--- config.mk ---
export PLATFORM = sky130hd
export DESIGN_NAME = clock_phase_sequencer_flat
export DESIGN_NICKNAME = d
export VERILOG_FILES = /design/src/rtl/clock_phase_sequencer_if.sv /design/src/rtl/clock_phase_sequencer.sv /design/src/flat_wrapper.sv
export SDC_FILE = /design/constraint.sdc
export NUM_CORES = 1
export LEC_CHECK = 0
export ABC_AREA = 0
export BUFFER_PORTS_ARGS = -buffer_cell sky130_fd_sc_hd__buf_2
export CAP_MARGIN = 20
export CORE_MARGIN = 2
export CORE_UTILIZATION = 51
export DETAILED_ROUTE_END_ITERATION = 8
export PLACE_DENSITY = 0.8
export SYNTH_ARGS = -nofsm -noshare
export SYNTH_HDL_FRONTEND = slang
export SYNTH_SLANG_ARGS = --single-unit
--- constraint.sdc ---
create_clock -name clock -period 3.33 [get_ports clock]
set_input_delay 0.333 -clock clock [delete_from_list [all_inputs] [get_ports clock]]
set_output_delay 0.333 -clock clock [all_outputs]
set_load 0.02 [all_outputs]
--- src/rtl/clock_phase_sequencer_if.sv ---
// Run/halt handshake and strobe bundle for clock_phase_sequencer.
// master drives run_req/halt_req; slave (the sequencer) drives the rest.
interface clock_phase_sequencer_if;
  logic        run_req;
  logic        halt_req;
  logic        proc_reset;
  logic        cyc_start;
  logic        mid_strobe;
  logic [7:0]  phase;
  logic        halted;
  logic [31:0] cycle_count;

  modport master (
    output run_req, halt_req,
    input  proc_reset, cyc_start, mid_strobe,
    input  phase, halted, cycle_count
  );

  modport slave (
    input  run_req, halt_req,
    output proc_reset, cyc_start, mid_strobe,
    output phase, halted, cycle_count
  );
endinterface

--- src/rtl/clock_phase_sequencer.sv ---
// Phase sequencer: DIV-clock processor cycles as enables, stretched reset,
// run/halt on cycle boundaries. Ports: clock, reset (async low), bus.slave.
// Optional macro SEQ_CYCLE_COUNT_EN builds the 32-bit cycle_count register.
module clock_phase_sequencer #(
  parameter int DIV      = 4,
  parameter int RST_HOLD = 8
) (
  input  logic                    clock,
  input  logic                    reset,
  clock_phase_sequencer_if.slave  bus
);

  typedef enum logic [1:0] {
    S_HOLD,
    S_RUN,
    S_DRAIN,
    S_HALTED
  } state_t;

  localparam logic [7:0] LP_LAST = 8'(DIV - 1);
  localparam logic [7:0] LP_MID  = 8'(DIV / 2);
  localparam logic [7:0] LP_HLD  = 8'(RST_HOLD - 1);

  state_t     r_state;
  logic [7:0] r_phase;
  logic [7:0] r_hold_cnt;
  logic       r_proc_reset;
  logic       r_cyc_start;
  logic       r_mid_strobe;
  logic       r_halted;

  state_t     w_state_nxt;
  logic [7:0] w_phase_nxt;
  logic [7:0] w_hold_nxt;
  logic [7:0] w_phase_inc;
  logic       w_last;
  logic       w_active_nxt;

  assign w_last      = (r_phase == LP_LAST);
  assign w_phase_inc = w_last ? 8'd0 : r_phase + 8'd1;

  always_comb begin
    w_state_nxt = r_state;
    w_phase_nxt = r_phase;
    w_hold_nxt  = r_hold_cnt;
    unique case (r_state)
      S_HOLD: begin
        if (r_hold_cnt == LP_HLD) begin
          w_state_nxt = S_RUN;
          w_phase_nxt = 8'd0;
        end else begin
          w_hold_nxt = r_hold_cnt + 8'd1;
        end
      end
      S_RUN: begin
        w_phase_nxt = w_phase_inc;
        // a halt on the last phase needs no drain
        if (bus.halt_req)
          w_state_nxt = w_last ? S_HALTED : S_DRAIN;
      end
      S_DRAIN: begin
        w_phase_nxt = w_phase_inc;
        if (w_last)
          w_state_nxt = S_HALTED;
      end
      S_HALTED: begin
        w_phase_nxt = 8'd0;
        if (bus.run_req && !bus.halt_req)
          w_state_nxt = S_RUN;
      end
      default: begin
        w_state_nxt = S_HOLD;
        w_phase_nxt = 8'd0;
      end
    endcase
  end

  assign w_active_nxt = (w_state_nxt == S_RUN) ||
                        (w_state_nxt == S_DRAIN);

  // strobes are registered from next-state so they line up with phase
  always_ff @(posedge clock or negedge reset) begin
    if (!reset) begin
      r_state      <= S_HOLD;
      r_phase      <= 8'd0;
      r_hold_cnt   <= 8'd0;
      r_proc_reset <= 1'b1;
      r_cyc_start  <= 1'b0;
      r_mid_strobe <= 1'b0;
      r_halted     <= 1'b0;
    end else begin
      r_state      <= w_state_nxt;
      r_phase      <= w_phase_nxt;
      r_hold_cnt   <= w_hold_nxt;
      r_proc_reset <= (w_state_nxt == S_HOLD);
      r_cyc_start  <= w_active_nxt && (w_phase_nxt == 8'd0);
      r_mid_strobe <= w_active_nxt && (w_phase_nxt == LP_MID);
      r_halted     <= (w_state_nxt == S_HALTED);
    end
  end

  assign bus.proc_reset = r_proc_reset;
  assign bus.cyc_start  = r_cyc_start;
  assign bus.mid_strobe = r_mid_strobe;
  assign bus.phase      = r_phase;
  assign bus.halted     = r_halted;

`ifdef SEQ_CYCLE_COUNT_EN
  logic [31:0] r_cycle_count;

  always_ff @(posedge clock or negedge reset) begin
    if (!reset)
      r_cycle_count <= 32'd0;
    else
      r_cycle_count <= r_cycle_count + {31'd0, r_cyc_start};
  end

  assign bus.cycle_count = r_cycle_count;
`else
  assign bus.cycle_count = 32'd0;
`endif

endmodule
--- src/flat_wrapper.sv ---
// flat-port wrapper written by rule: the top's interface ports become plain ports
module clock_phase_sequencer_flat 
#(
  parameter int DIV      = 4,
  parameter int RST_HOLD = 8
)
  (clock, reset, bus_run_req, bus_halt_req, bus_proc_reset, bus_cyc_start, bus_mid_strobe, bus_phase, bus_halted, bus_cycle_count);
  clock_phase_sequencer_if bus_i ();
  input  logic clock;
  input  logic reset;
  input wire logic [$bits(bus_i.run_req)-1:0] bus_run_req;
  input wire logic [$bits(bus_i.halt_req)-1:0] bus_halt_req;
  output wire logic [$bits(bus_i.proc_reset)-1:0] bus_proc_reset;
  output wire logic [$bits(bus_i.cyc_start)-1:0] bus_cyc_start;
  output wire logic [$bits(bus_i.mid_strobe)-1:0] bus_mid_strobe;
  output wire logic [$bits(bus_i.phase)-1:0] bus_phase;
  output wire logic [$bits(bus_i.halted)-1:0] bus_halted;
  output wire logic [$bits(bus_i.cycle_count)-1:0] bus_cycle_count;
  assign bus_i.run_req = bus_run_req;
  assign bus_i.halt_req = bus_halt_req;
  assign bus_proc_reset = bus_i.proc_reset;
  assign bus_cyc_start = bus_i.cyc_start;
  assign bus_mid_strobe = bus_i.mid_strobe;
  assign bus_phase = bus_i.phase;
  assign bus_halted = bus_i.halted;
  assign bus_cycle_count = bus_i.cycle_count;
  clock_phase_sequencer #(.DIV(DIV), .RST_HOLD(RST_HOLD)) u_core (.clock(clock), .reset(reset), .bus(bus_i));
endmodule
=== After elaboration in Yosys (flattened, before gate mapping) ===
Cells that the tools add are included.

* Bits in registers: 22
* Input bits: 4
* Output and inout port bits: 44
* Word-level logic and storage cells: 38

* $add $sub $neg: 2
* Eq/ne operators: 9
* Mux-type cells: 9
* Bitwise operators: 1
* Reductions and logical operators: 10

{| class="wikitable"
|+ Operators with widths
! kind !! count
|-
| $pmux W8 S3 || 1
|-
| $add A8 B1 Y8 const B || 2
|-
| $eq A8 B2 Y1 const B || 2
|-
| $mux W8 || 2
|-
| $eq A2 B2 Y1 const B || 4
|-
| $eq A8 B3 Y1 const B || 1
|-
| $logic_not A8 Y1 || 1
|-
| $mux W2 || 4
|-
| $pmux W2 S4 || 1
|-
| $eq A2 B1 Y1 const B || 2
|-
| $logic_not A2 Y1 || 2
|-
| $logic_and A1 B1 Y1 || 3
|-
| $reduce_and A2 Y1 || 1
|-
| $reduce_or A2 Y1 || 1
|-
| $logic_not A1 Y1 || 1
|-
| $logic_or A1 B1 Y1 || 1
|-
| $mux W1 || 1
|-
| $not A1 Y1 || 1
|}

=== Logic depth before layout (Yosys ltp) ===
* Depth in word-level cells: 7
* Mapped depth: 10
* Gate-level depth less buffers: 10

=== Worst setup path before layout ===
Ideal clock, no wire load.

* Kind: register -> register
* Start point: register u_core.r_hold_cnt[0]
* End point: register u_core.r_mid_strobe (netlist: u_core.bus.mid_strobe)
* Setup time: 0.080 ns
* Arrival: 2.358 ns
* Required time: 3.250 ns
* Slack: 0.892 ns
* Cell stages (with the launch flop): 10
* Path through: dfrtp_1 > ha_1 > nor4bb_1 > a21oi_1 > a22oi_1 > inv_1 > ha_1 > o221ai_1 > a211o_1 > nor3b_2

* Word-level cells in the longest chain between the ends: 6

{| class="wikitable"
|+ Ends and longest elaborated chain
! what !! line !! RTL
|-
| start, declared || clock_phase_sequencer.sv:26 || <nowiki>logic [7:0] r_hold_cnt;</nowiki>
|-
| start signal, assigned || clock_phase_sequencer.sv:94 || <nowiki>r_hold_cnt <= w_hold_nxt;</nowiki>
|-
| $eq A8 B3 Y1 * || clock_phase_sequencer.sv:48 || <nowiki>if (r_hold_cnt == LP_HLD) begin</nowiki>
|-
| $mux W2 * || clock_phase_sequencer.sv:48 ||
|-
| $pmux W2 S4 * || clock_phase_sequencer.sv:46 || <nowiki>unique case (r_state)</nowiki>
|-
| via u_core.w_state_nxt[1] || clock_phase_sequencer.sv:32 || <nowiki>state_t w_state_nxt;</nowiki>
|-
| $eq A2 B1 Y1 or $eq A2 B2 Y1 (tied branches) || clock_phase_sequencer.sv:78, clock_phase_sequencer.sv:79 ||
|-
| $logic_or A1 B1 Y1 * || clock_phase_sequencer.sv:78 || <nowiki>assign w_active_nxt = (w_state_nxt == S_RUN) ||</nowiki>
|-
| $logic_and A1 B1 Y1 * || clock_phase_sequencer.sv:97 || <nowiki>r_mid_strobe <= w_active_nxt && (w_phase_nxt == LP_MID);</nowiki>
|-
| end signal, assigned || clock_phase_sequencer.sv:97 ||
|-
| end, declared || clock_phase_sequencer.sv:29 || <nowiki>logic r_mid_strobe;</nowiki>
|}

The timed path passes the listed nets; every way through them passes the cells marked *.
A chain may end at the register's enable or synchronous reset.

=== Worst setup path after layout ===
Ends and elaborated chain as after synthesis.

==> metrics.md <==
| Metric | Value |
|---|---|
| Sw frac | `0.4290` |
| RR Endpoint | `u_core.bus.mid_strobe` |
| Net Sw Power | `around 0.00043 W` |
| Number of flops mapped to enable cells by yosys | `0` |
| Met3 Usage GRT | `0.04176` |
| Hold_sp | `u_core.r_hold_cnt[7]` |
| Synth async-reset ratio | `1.000` |
| Skew-Pair Late Insertion Delay | `roughly 0.3 ns` |
| Crit share post-route | `0.8513` |
| Gr busiest metal | `met2` |
| Wirelength per Cell | `12.27 um` |
| Worst-margin pin slew | `0.6884 ns` |
| Worst endpoint required time | `3.57 ns` |
| Routability cong. | `0.8615` |
| Pre-antenna DRT Iters | `4` |
| Starting Density | `0.5425` |
| Synth area leaders | `dfrtp_1 (35%), buf_4 (16%), ha_1 (8.3%), xnor2_1 (4.1%), o21ai_0 (3.3%)` |
| Total GRT Usage | `0.1501` |
| Hold Path End | `u_core.r_hold_cnt[7]` |
| Hpwl dp | `1.951 mm` |
| Tmin final | `approximately 2.8 ns` |
| Inst Count DP | `197` |
| Total Power | `0.001004 W` |
| Leak pwr | `~0.8 nW` |
| Final Max Slew Viols | `0` |
| Largest net degree at the start of global routing | `23` |
| Synth warn | `0` |
| Clock network fraction of total power | `0.144` |
| Finished Core Util | `0.5461` |
| # DRC | `0` |
| Area leader, netlist | `dfrtp_1` |
| Worst Path Max Fanout | `9` |
| Data arrival, critical path | `3.07 ns` |
| Nets | `186` |
| Worst Setup Path Type | `register to register` |
| Critical Path Start Type | `register` |
| Outcome | `complete, no violations` |
| Top cell type's share of synthesized area | `0.3483` |
| Global-route wire length before repair | `between 4 and 5 mm` |
| Vias in the first global route | `915` |
| WHS Path Cells | `1` |
| Crit path capture type | `register` |
| Syn Area/Cell | `between 9 and 10 um^2` |
| H-tree lvl count | `1` |
| Sequential share of power | `0.356` |
| Met1 Use GR | `0.1911` |
| Post-CTS setup buffer count | `0` |
| Cells after Synth | `between 150 and 200` |
| Comb pwr share | `0.500` |
| Via count | `1020` |
| Via density | `5.050` |
| Root Driver | `clkbuf_4` |
| Slew HR | `0.5411` |
| Core ar. | `2781 um^2` |
| Flop2flop setup slack | `a little under 0.5 ns` |
| Unrepaired setup endpoints after global routing | `false` |
| FP Rows | `19` |
| Finished Layout Cells | `202` |
| Chip height | `58.40 um` |
| Initial antenna violation count | `0` |
| Synth Flop Type | `dfrtp_1` |
| CTS tree | `built` |
| Post-synth cell types | `44` |
| Crit. Startpoint | `u_core.r_hold_cnt[0]` |
| Reg2reg path depth | `9` |
| Setup Skew | `0.006960 ns` |
| Fmax | `352.7 MHz` |
| Die footprint | `about 3400 um^2` |
| Global route overflow | `0` |
| Cell Int Power | `0.0005733 W` |
| Fraction of layout cells with a size suffix above 1 | `0.1871` |
| PortBufs | `15` |
| Post-Synthesis Cell Area | `1509 um^2` |
| Max Cap Viol | `0` |
| Seq/Total Area, Yosys | `0.3657` |
| Final setup viols | `0` |
| Area grow syn2layout | `0.6636%` |
| Final hold vios | `0` |
| Final WL | `2.478 mm` |
| CTS Sinks | `22` |
| Num CTS Buffers | `3` |
| GR Util met2 | `0.2552` |
| Worst min-delay path class | `register to register` |
| Fin Setup TNS | `0 ns` |
| Die Wd | `58.40 um` |
| Number of diodes | `0` |
| Antenna Nets Post-Route | `0` |
| Iter 0 DRT Violations | `22` |
| Clock buffer depth | `2` |
| #FFs+latches synth | `22` |
| Power density over cell area | `661.0 nW/um^2` |
| Clk slew on worst S/H paths | `0.12 ns` |
| Num ports | `48` |
| Reg2reg start | `u_core.r_hold_cnt[0]` |
| Worst vdd ir | `roughly 0.53 mV` |
-- sequential cells by signal, indices dropped and copies added, names as in the netlist --
| register | flops |
|---|---|
| u_core.bus.cyc_start | 1 |
| u_core.bus.halted | 1 |
| u_core.bus.mid_strobe | 1 |
| u_core.bus.phase | 8 |
| u_core.bus.proc_reset | 1 |
| u_core.r_hold_cnt | 8 |
| u_core.r_state | 2 |
-- timing repair --
item,in CTS,in global routing
hold buffers,1,0
hold endpoints to repair,21,0
resized for setup,0,0
-- metrics by stage --
stage | area, um^2 | hold slack, ns | setup WS, ns
finish | 1519 | 0.4916 | 0.4950
global route | 1519 | 0.5234 | 0.2949
CTS | 1519 | 0.5001 | 0.4888
detailed placement | 1473 | 0.3308 | 0.5344
global placement | 1473 | 0.3123 | 0.6898
floorplan | 1625 | 0.03741 | 0.8920
-- Yosys cell counts (3+ instances only) --
library cell / n
o21ai_0: 10
a21oi_1: 6
ha_1: 10
nand2_1: 9
nand4_1: 3
xor2_1: 4
inv_1: 6
dfrtp_1: 21
nor4_1: 3
xnor2_1: 7
nor2_1: 5
nand3_1: 3
buf_4: 32
-- metal layers --
| metal | part of all wire | vias up |
|---|---|---|
| met1 | 0.43 | 494 |
| met2 | 0.52 | 24 |
| met4 | 0.0089 | 0 |
| met3 | 0.044 | 2 |
| met5 | 0 | - |
| li1 | - | 500 |
-- power groups by stage --
stage | clock network, W | registers [W] | logic, W
global route | 0.000158 | 0.000364 | 0.000569
finish | 0.000145 | 0.000357 | 0.000502
detailed placement | 0 | 0.000362 | 0.000500
CTS | 0.000153 | 0.000357 | 0.000504
floorplan | 0 | 0.000393 | 0.000376
global placement | 0 | 0.000360 | 0.000476
-- worst max-delay path, cell delays in order, from the launching register on --
cell,delay (ns)
dfrtp_1,0.42
ha_1,0.23
nor4bb_1,0.48
a21oi_1,0.34
a22oi_1,0.33
inv_1,0.09
ha_1,0.28
o221ai_1,0.11
a211o_1,0.33
nor3b_2,0.18
-- logic make-up (layout without fill, tap and decap cells) --
logic type      count (synthesis)  count (layout)  synth area share
mux                             2               2           0.01492
other cells                     1              32          0.002485
compound gates                 30              30            0.1285
fa+ha+maj                      10              10           0.08292
buf+inv                        41              26            0.1915
simple gates                   38              38            0.1501
xor+xnor                       11              11           0.06385
flops                          22              22            0.3657
-- cell type report --
cell class	count	area [um^2]
Fill cell	250	1262
Clock buffer	4	36.28
Sequential cell	22	551.8
Inverter	6	22.52
Timing Repair Buffer	16	85.08
Multi-Input combinational cell	123	784.5
Tap cell	31	38.79
-- worst max-delay path by stage --
stage	endpoint	cells after the start
finish	u_core.bus.mid_strobe	9
global placement	u_core.bus.mid_strobe	9
global route	u_core.bus.cyc_start	9
CTS	u_core.bus.mid_strobe	9
detailed placement	u_core.bus.mid_strobe	9
floorplan	u_core.bus.mid_strobe	9
-- layout by cell type (no fill, tap or decap), types with 2 or more instances in the layout --
| master | synthesis | layout |
|---|---|---|
| nand3_1 | 3 | 3 |
| o21ai_0 | 10 | 10 |
| nand2_1 | 9 | 9 |
| clkbuf_4 | 0 | 3 |
| ha_1 | 10 | 10 |
| buf_2 | 0 | 15 |
| xnor2_1 | 7 | 7 |
| and3_1 | 2 | 2 |
| inv_1 | 6 | 6 |
| nand4_1 | 3 | 3 |
| xor2_1 | 4 | 4 |
| nor2_1 | 5 | 5 |
| a31oi_1 | 2 | 2 |
| mux2_2 | 2 | 2 |
| a21o_2 | 2 | 2 |
| nor4_1 | 3 | 3 |
| dfrtp_1 | 21 | 21 |
| conb_1 | 1 | 32 |
| a21oi_1 | 6 | 6 |
No activity file was read; power rests on OpenSTA's default activity.
